[config.mk]
export PLATFORM = sky130hd
export DESIGN_NAME = axi4_lite_fill_arbiter_flat
export DESIGN_NICKNAME = d
export VERILOG_FILES = /design/src/rtl/axi4_lite_fill_arbiter_pkg.sv /design/src/rtl/axi4_lite_fill_arbiter_if.sv /design/src/rtl/axi4_lite_fill_arbiter_rr_arbiter2.sv /design/src/rtl/axi4_lite_fill_arbiter.sv /design/src/flat_wrapper.sv
export SDC_FILE = /design/constraint.sdc
export NUM_CORES = 1
export LEC_CHECK = 0
export CORE_AREA = 2 2 485 487
export CTS_BUF_LIST = sky130_fd_sc_hd__clkbuf_4
export DETAILED_ROUTE_END_ITERATION = 10
export DIE_AREA = 0 0 487 489
export PLACE_DENSITY_LB_ADDON = 0.25
export SLEW_MARGIN = 15
export SYNTH_ARGS = -nofsm -noshare
export SYNTH_HDL_FRONTEND = slang
export SYNTH_HIERARCHICAL = 1
export SYNTH_SLANG_ARGS = --single-unit
export TNS_END_PERCENT = 5
[constraint.sdc]
create_clock -name clk_i -period 24.8 [get_ports clk_i]
set_input_delay 4.96 -clock clk_i [delete_from_list [all_inputs] [get_ports clk_i]]
set_output_delay 4.96 -clock clk_i [all_outputs]
set_load 0.02 [all_outputs]
[src/rtl/axi4_lite_fill_arbiter_pkg.sv]
// Shared types for the line-fill arbiter: FSM states and requester ids.
package axi4_lite_fill_arbiter_pkg;

  typedef enum logic [1:0] {
    ST_IDLE  = 2'd0,
    ST_ISSUE = 2'd1,
    ST_WAIT  = 2'd2,
    ST_DONE  = 2'd3
  } fill_state_e;

  typedef enum logic {
    PORT_IC = 1'b0,
    PORT_DC = 1'b1
  } port_id_e;

  // Grant vector bit 0 is the instruction side, bit 1 the data side.
  function automatic port_id_e port_of_grant(input logic [1:0] gnt);
    return gnt[1] ? PORT_DC : PORT_IC;
  endfunction

endpackage

[src/rtl/axi4_lite_fill_arbiter_if.sv]
// Bundle of the two fill requesters and the single-beat read master link.
interface axi4_lite_fill_arbiter_if #(
  parameter int AXI_ADDR_WIDTH = 64,
  parameter int AXI_DATA_WIDTH = 32,
  parameter int WORDS_PER_LINE = 16
);
  localparam int LINE_W = WORDS_PER_LINE * AXI_DATA_WIDTH;

  logic                      ic_req_i;
  logic [AXI_ADDR_WIDTH-1:0] ic_addr_i;
  logic [LINE_W-1:0]         ic_line_o;
  logic                      ic_fault_o;
  logic                      ic_done_o;

  logic                      dc_req_i;
  logic [AXI_ADDR_WIDTH-1:0] dc_addr_i;
  logic [LINE_W-1:0]         dc_line_o;
  logic                      dc_fault_o;
  logic                      dc_done_o;

  logic [AXI_ADDR_WIDTH-1:0] mst_addr_o;
  logic                      mst_start_read_o;
  logic [AXI_DATA_WIDTH-1:0] mst_data_i;
  logic                      mst_access_fault_i;
  logic                      mst_done_i;

  // Arbiter view.
  modport slave (
    input  ic_req_i, ic_addr_i, dc_req_i, dc_addr_i,
    input  mst_data_i, mst_access_fault_i, mst_done_i,
    output ic_line_o, ic_fault_o, ic_done_o,
    output dc_line_o, dc_fault_o, dc_done_o,
    output mst_addr_o, mst_start_read_o
  );

  // Environment view: requesters plus read master.
  modport master (
    output ic_req_i, ic_addr_i, dc_req_i, dc_addr_i,
    output mst_data_i, mst_access_fault_i, mst_done_i,
    input  ic_line_o, ic_fault_o, ic_done_o,
    input  dc_line_o, dc_fault_o, dc_done_o,
    input  mst_addr_o, mst_start_read_o
  );
endinterface

[src/rtl/axi4_lite_fill_arbiter_rr_arbiter2.sv]
// Two-way round-robin selector; the last winner loses the next tie.
module rr_arbiter2 (
  input  logic       clk_i,
  input  logic       arst_i,
  input  logic       en_i,
  input  logic [1:0] req_i,
  output logic [1:0] gnt_o
);

  logic last_dc_q;

  // One-hot grant, only while enabled.
  always_comb begin
    gnt_o = 2'b00;
    if (en_i) begin
      unique case (req_i)
        2'b01:   gnt_o = 2'b01;
        2'b10:   gnt_o = 2'b10;
        2'b11:   gnt_o = last_dc_q ? 2'b01 : 2'b10;
        default: gnt_o = 2'b00;
      endcase
    end
  end

  // Remember who won; reset to data side so instruction side wins first tie.
  always_ff @(posedge clk_i or posedge arst_i) begin
    if (arst_i) begin
      last_dc_q <= 1'b1;
    end else if (en_i && (|req_i)) begin
      last_dc_q <= gnt_o[1];
    end
  end

endmodule

[src/rtl/axi4_lite_fill_arbiter.sv]
// Line-fill arbiter: picks one of two requesters and fetches a full line
// beat by beat through a single-beat read master.
module axi4_lite_fill_arbiter
  import axi4_lite_fill_arbiter_pkg::*;
#(
  parameter int AXI_ADDR_WIDTH = 64,
  parameter int AXI_DATA_WIDTH = 32,
  parameter int WORDS_PER_LINE = 16
) (
  input logic                    clk_i,
  input logic                    arst_i,
  axi4_lite_fill_arbiter_if.slave bus
);

  localparam int BYTES     = AXI_DATA_WIDTH / 8;
  localparam int BYTE_BITS = $clog2(BYTES);
  localparam int LINE_W    = WORDS_PER_LINE * AXI_DATA_WIDTH;
  localparam int OFFS_BITS = $clog2(LINE_W / 8);
  localparam int CNT_W     = $clog2(WORDS_PER_LINE);
  localparam logic [AXI_ADDR_WIDTH-1:0] LINE_MASK =
    ~((AXI_ADDR_WIDTH'(1) << OFFS_BITS) - AXI_ADDR_WIDTH'(1));

  fill_state_e               state_q, state_d;
  port_id_e                  port_q;
  logic [AXI_ADDR_WIDTH-1:0] base_q;
  logic [CNT_W-1:0]          cnt_q;
  logic [LINE_W-1:0]         line_q;
  logic                      fault_q;

  logic [1:0]                gnt;
  port_id_e                  grant_port;
  logic [AXI_ADDR_WIDTH-1:0] grant_addr;
  logic [AXI_ADDR_WIDTH-1:0] beat_off;
  logic                      beat_last;
  logic                      start_w;
  logic                      done_w;

  rr_arbiter2 u_rr (
    .clk_i  (clk_i),
    .arst_i (arst_i),
    .en_i   (state_q == ST_IDLE),
    .req_i  ({bus.dc_req_i, bus.ic_req_i}),
    .gnt_o  (gnt)
  );

  assign grant_port = port_of_grant(gnt);
  assign grant_addr = (grant_port == PORT_DC) ? bus.dc_addr_i : bus.ic_addr_i;
  assign beat_off   = AXI_ADDR_WIDTH'(cnt_q) << BYTE_BITS;
  assign beat_last  = (cnt_q == CNT_W'(WORDS_PER_LINE - 1));

  // State register.
  always_ff @(posedge clk_i or posedge arst_i) begin
    if (arst_i) state_q <= ST_IDLE;
    else        state_q <= state_d;
  end

  // Next state and per-state strobes.
  always_comb begin
    state_d = state_q;
    start_w = 1'b0;
    done_w  = 1'b0;
    unique case (state_q)
      ST_IDLE:  if (|gnt) state_d = ST_ISSUE;
      ST_ISSUE: begin
        start_w = 1'b1;
        state_d = ST_WAIT;
      end
      ST_WAIT:  if (bus.mst_done_i) begin
        state_d = (bus.mst_access_fault_i || beat_last) ? ST_DONE : ST_ISSUE;
      end
      ST_DONE:  begin
        done_w  = 1'b1;
        state_d = ST_IDLE;
      end
      default:  state_d = ST_IDLE;
    endcase
  end

  // Fill context: latched on grant, updated on each returned beat.
  always_ff @(posedge clk_i or posedge arst_i) begin
    if (arst_i) begin
      port_q  <= PORT_IC;
      base_q  <= '0;
      cnt_q   <= '0;
      line_q  <= '0;
      fault_q <= 1'b0;
    end else begin
      if (state_q == ST_IDLE && (|gnt)) begin
        port_q  <= grant_port;
        base_q  <= grant_addr & LINE_MASK;
        cnt_q   <= '0;
        line_q  <= '0;
        fault_q <= 1'b0;
      end else if (state_q == ST_WAIT && bus.mst_done_i) begin
        line_q[int'(cnt_q)*AXI_DATA_WIDTH +: AXI_DATA_WIDTH] <= bus.mst_data_i;
        if (bus.mst_access_fault_i) fault_q <= 1'b1;
        else if (!beat_last)        cnt_q   <= cnt_q + 1'b1;
      end
    end
  end

  assign bus.mst_start_read_o = start_w;
  assign bus.mst_addr_o       = (state_q == ST_ISSUE || state_q == ST_WAIT) ?
                                (base_q + beat_off) : '0;

  assign bus.ic_done_o  = done_w && (port_q == PORT_IC);
  assign bus.dc_done_o  = done_w && (port_q == PORT_DC);
  assign bus.ic_fault_o = bus.ic_done_o && fault_q;
  assign bus.dc_fault_o = bus.dc_done_o && fault_q;
  assign bus.ic_line_o  = line_q;
  assign bus.dc_line_o  = line_q;

endmodule

[src/flat_wrapper.sv]
// flat-port wrapper written by rule: the top's interface ports become plain ports
module axi4_lite_fill_arbiter_flat import axi4_lite_fill_arbiter_pkg::*;
#(
  parameter int AXI_ADDR_WIDTH = 64,
  parameter int AXI_DATA_WIDTH = 32,
  parameter int WORDS_PER_LINE = 16
)
  (clk_i, arst_i, bus_ic_req_i, bus_ic_addr_i, bus_dc_req_i, bus_dc_addr_i, bus_mst_data_i, bus_mst_access_fault_i, bus_mst_done_i, bus_ic_line_o, bus_ic_fault_o, bus_ic_done_o, bus_dc_line_o, bus_dc_fault_o, bus_dc_done_o, bus_mst_addr_o, bus_mst_start_read_o);
  axi4_lite_fill_arbiter_if #(.AXI_ADDR_WIDTH(AXI_ADDR_WIDTH), .AXI_DATA_WIDTH(AXI_DATA_WIDTH), .WORDS_PER_LINE(WORDS_PER_LINE)) bus_i ();
  input logic clk_i;
  input logic arst_i;
  input wire logic [$bits(bus_i.ic_req_i)-1:0] bus_ic_req_i;
  input wire logic [$bits(bus_i.ic_addr_i)-1:0] bus_ic_addr_i;
  input wire logic [$bits(bus_i.dc_req_i)-1:0] bus_dc_req_i;
  input wire logic [$bits(bus_i.dc_addr_i)-1:0] bus_dc_addr_i;
  input wire logic [$bits(bus_i.mst_data_i)-1:0] bus_mst_data_i;
  input wire logic [$bits(bus_i.mst_access_fault_i)-1:0] bus_mst_access_fault_i;
  input wire logic [$bits(bus_i.mst_done_i)-1:0] bus_mst_done_i;
  output wire logic [$bits(bus_i.ic_line_o)-1:0] bus_ic_line_o;
  output wire logic [$bits(bus_i.ic_fault_o)-1:0] bus_ic_fault_o;
  output wire logic [$bits(bus_i.ic_done_o)-1:0] bus_ic_done_o;
  output wire logic [$bits(bus_i.dc_line_o)-1:0] bus_dc_line_o;
  output wire logic [$bits(bus_i.dc_fault_o)-1:0] bus_dc_fault_o;
  output wire logic [$bits(bus_i.dc_done_o)-1:0] bus_dc_done_o;
  output wire logic [$bits(bus_i.mst_addr_o)-1:0] bus_mst_addr_o;
  output wire logic [$bits(bus_i.mst_start_read_o)-1:0] bus_mst_start_read_o;
  assign bus_i.ic_req_i = bus_ic_req_i;
  assign bus_i.ic_addr_i = bus_ic_addr_i;
  assign bus_i.dc_req_i = bus_dc_req_i;
  assign bus_i.dc_addr_i = bus_dc_addr_i;
  assign bus_i.mst_data_i = bus_mst_data_i;
  assign bus_i.mst_access_fault_i = bus_mst_access_fault_i;
  assign bus_i.mst_done_i = bus_mst_done_i;
  assign bus_ic_line_o = bus_i.ic_line_o;
  assign bus_ic_fault_o = bus_i.ic_fault_o;
  assign bus_ic_done_o = bus_i.ic_done_o;
  assign bus_dc_line_o = bus_i.dc_line_o;
  assign bus_dc_fault_o = bus_i.dc_fault_o;
  assign bus_dc_done_o = bus_i.dc_done_o;
  assign bus_mst_addr_o = bus_i.mst_addr_o;
  assign bus_mst_start_read_o = bus_i.mst_start_read_o;
  axi4_lite_fill_arbiter #(.AXI_ADDR_WIDTH(AXI_ADDR_WIDTH), .AXI_DATA_WIDTH(AXI_DATA_WIDTH), .WORDS_PER_LINE(WORDS_PER_LINE)) u_core (.clk_i(clk_i), .arst_i(arst_i), .bus(bus_i));
endmodule
==> key figures <==
Status
  – Outcome: completed

Floorplan
  – Starting Density: 11.6%
  – I/O pin cnt: 1,259
  – Row count: 178
  – Die area: 238,000 um^2
  – Chip width: 487 um
  – Die span in y: 489 um
  – Core area: 234,000 um^2

Logic synthesis
  – Largest area contributor in the netlist: dfrtp_1
  – Flop and latch count out of synthesis: 579
  – Top_reg_cell synth: dfrtp_1
  – Yosys Warn Count: 6
  – Simple-gate share of the synthesized area: 10.5%
  – Number of flops mapped to enable cells by yosys: 0
  – Synth Area in Compound Gates: 15.7%
  – Synth Area in Adders: 0.414%
  – Synth Area in XOR/XNOR: 0.189%
  – Mux cell area share after synthesis: 2.14%
  – Top-area cell type share of the netlist area: 53.2%
  – Largest family of logic cells by synthesized area: buffers and inverters
  – Synth top area cells: dfrtp_1, buf_4, a22o_1
  – Synthesized cell area: 27,200 um^2
  – Post-synthesis sequential area ratio: 53.3%
  – Mapped Cells: 2,571
  – Library cells used by synthesis: 52
  – Syn_area_per_cell: 10.6 um^2
  – Post-synth ARST share: 100%

Detailed routing
  – Final wirelength: 189 mm
  – Final ANT Viol Nets: 0
  – WL/cell: 28.9 um
  – Via density: 3.64
  – Drt drc: 0
  – 1st-pass router iterations: 6
  – Initial DRC count: 1,436
  – Vias: 23,800

Global route
  – Total grt overflow: 0
  – Pin count of the biggest net entering global routing: 148
  – Initial antenna violation count: 39
  – Vias in the first global route: 24,100
  – First-pass GRT wire length: 241 mm
  – Total GRT Usage: 15.3%

Timing
  – Final setup vio count: 0
  – Period utilization: 34.4%
  – Fin crit period: 8.53 ns
  – Setup Skew: 0.0959 ns
  – Final Hold Viols: 0
  – TNS Setup: 0 ns
  – RSZ-0062 raised after global routing: false
  – Max Clk Rate: 0.117 GHz
  – Rel. slew slack: 27.0%
  – Slew Limit Fails: 0
  – Slew @ Worst Pin: 1.09 ns
  – Worst Setup Slack, final: 16.27 ns

Worst setup path
  – FF-to-FF setup slack: 20.10 ns
  – Cells on worst reg2reg path: 11
  – Critical-path maximum fanout: 63
  – Critical path's slowest cell: clkdlybuf4s50_1
  – CP Class: register to primary output
  – WP data required: 19.84 ns
  – Slowest cell delay on critical path: 0.85 ns
  – Cell Chain, Critical Path: inv_1 > ha_4 > and2_1 > clkdlybuf4s50_1
  – Setup crit start kind: register
  – FF-to-FF End: u_core/bus.dc_line_o[430]
  – CP Data Arrival Time: 3.57 ns
  – Crit path from: u_core/state_q[0]
  – Critical Path Sink: bus_mst_addr_o[50]
  – FF-to-FF Start: u_core/state_q[0]
  – Setup crit end kind: primary output

Pwr
  – VDD IR max: 0.0495 mV
  – Leakage: 16.1 nW
  – Pwr Density: 75.4 nW/um^2

Clock tree
  – Clock latency on the worst-skew pair: 1.25 ns
  – # hold bufs at CTS: 0
  – Clock buffer count from CTS: 179
  – Max H-tree Level: 4
  – CTS tree: built
  – CTS clock-pin slew for the worst setup and hold paths: 0.07 ns
  – Post-CTS sizing: 0
  – Sink Count: 579
  – Postcts setup bufs: 0
  – Clock tree buffer depth: 3
  – CTS Root Cell: clkbuf_4

Layout
  – Leading cell types in the layout, fill and taps excluded: clkdlybuf4s50_1, dfrtp_1, clkbuf_4
  – Most common cell after layout, fill and taps aside: clkdlybuf4s50_1
  – Fin nets: 3,494
  – Share of cells above drive strength 1: 11.5%
  – Area Growth Syn to Fin: 53.0%
  – Fillers: 26,000

Place
  – Port bufs: 1,244
  – Gpl congestion: 0.851
  – Setup WS pre-CTS: 15.30 ns
  – Hpwl dp: 142 mm

Job
  – Max Cap Viol: 0

Min path
  – Hold Path Depth: 2
  – Hold Crit Class: register to register
registers in the layout, indices dropped and copies added, names as in the netlist:
| register | flops |
|---|---|
| u_core/port_q | 1 |
| u_core/state_q | 2 |
| u_core/u_rr/last_dc_q | 1 |
| u_core/bus.dc_line_o | 512 |
| u_core/fault_q | 1 |
| u_core/base_q | 58 |
| u_core/cnt_q | 4 |
per-stage QoR:
stage	total power [W]	hold WS (ns)	utilization, %	area, um^2	std cells
3_3_place_gp	0.00219	0.460	16.8	39300	6197
3_5_place_dp	0.00220	0.463	16.8	39300	6198
5_1_grt	0.00333	0.503	17.8	41600	6515
2_1_floorplan	0.00162	0.442	-	27200	2572
6_report	0.00313	0.473	17.8	41600	6526
4_1_cts	0.00323	0.477	17.8	41500	6502
Yosys cell counts (3+ instances only):
cell	n
buf_2	50
a22o_1	161
a31oi_1	9
dfrtp_1	578
inv_1	10
and2_1	65
nor2_1	12
clkbuf_1	153
nand4_1	67
mux2i_1	58
and3_1	6
o2bb2ai_1	96
o211ai_2	4
ha_1	9
a32o_1	32
buf_1	14
buf_4	519
nand3_1	198
o21ai_1	8
a21oi_1	72
nor4_4	3
nand2_1	196
o21ai_0	211
critical path, delay by kind of cell (launching register included):
family | cells | cell delay, ns
simple gates | 1 | 0.24
flops | 1 | 0.43
fa+ha+maj | 1 | 0.73
buf+inv | 2 | 0.97
cells by family (layout without fill, tap and decap cells):
family                   count (synthesis)  count (layout)
buffers and inverters                  748            1618
AO/OA/AOI/OAI                          605             605
flip-flops                             579             579
AND/OR/NAND/NOR                        566             566
multiplexers                            58              58
adder cells (fa/ha/maj)                  9               9
XOR/XNOR                                 5               5
other                                    1              26
power by group:
group,internal [W],switching (W)
Sequential,0.00101,0.0000559
Clock,0.000483,0.000502
Combinational,0.000300,0.000784
Total,0.00179,0.00134
per-layer routing:
layer	global-route usage [%]	up-vias	part of all wire, %
li1	-	10200	-
met5	0	-	0.058
met4	6.22	16	3.7
met1	18.3	12000	41
met2	24.6	1292	47
met3	5.73	266	9.1
final cells by class:
type	count	area (um^2)	area share (%)
Multi-Input combinational cell	1245	8150	19.6
Antenna cell	24	60.1	0.144
Clock buffer	246	1850	4.44
Sequential cell	579	14500	34.9
Tap cell	3060	3830	9.21
Timing Repair Buffer	1304	12800	30.8
Clock inverter	58	364	0.876
Inverter	10	45.0	0.108
worst min path at each step:
stage / start / end / slack [ns]
3_5_place_dp: u_core/base_q[21] / u_core/base_q[21] / 0.46
4_1_cts: u_core/base_q[21] / u_core/base_q[21] / 0.48
5_1_grt: u_core/base_q[21] / u_core/base_q[21] / 0.50
3_3_place_gp: u_core/base_q[48] / u_core/base_q[48] / 0.46
6_report: u_core/base_q[27] / u_core/base_q[27] / 0.47
2_1_floorplan: u_core/base_q[10] / u_core/base_q[10] / 0.44
Power figures use the tool's default switching activity.
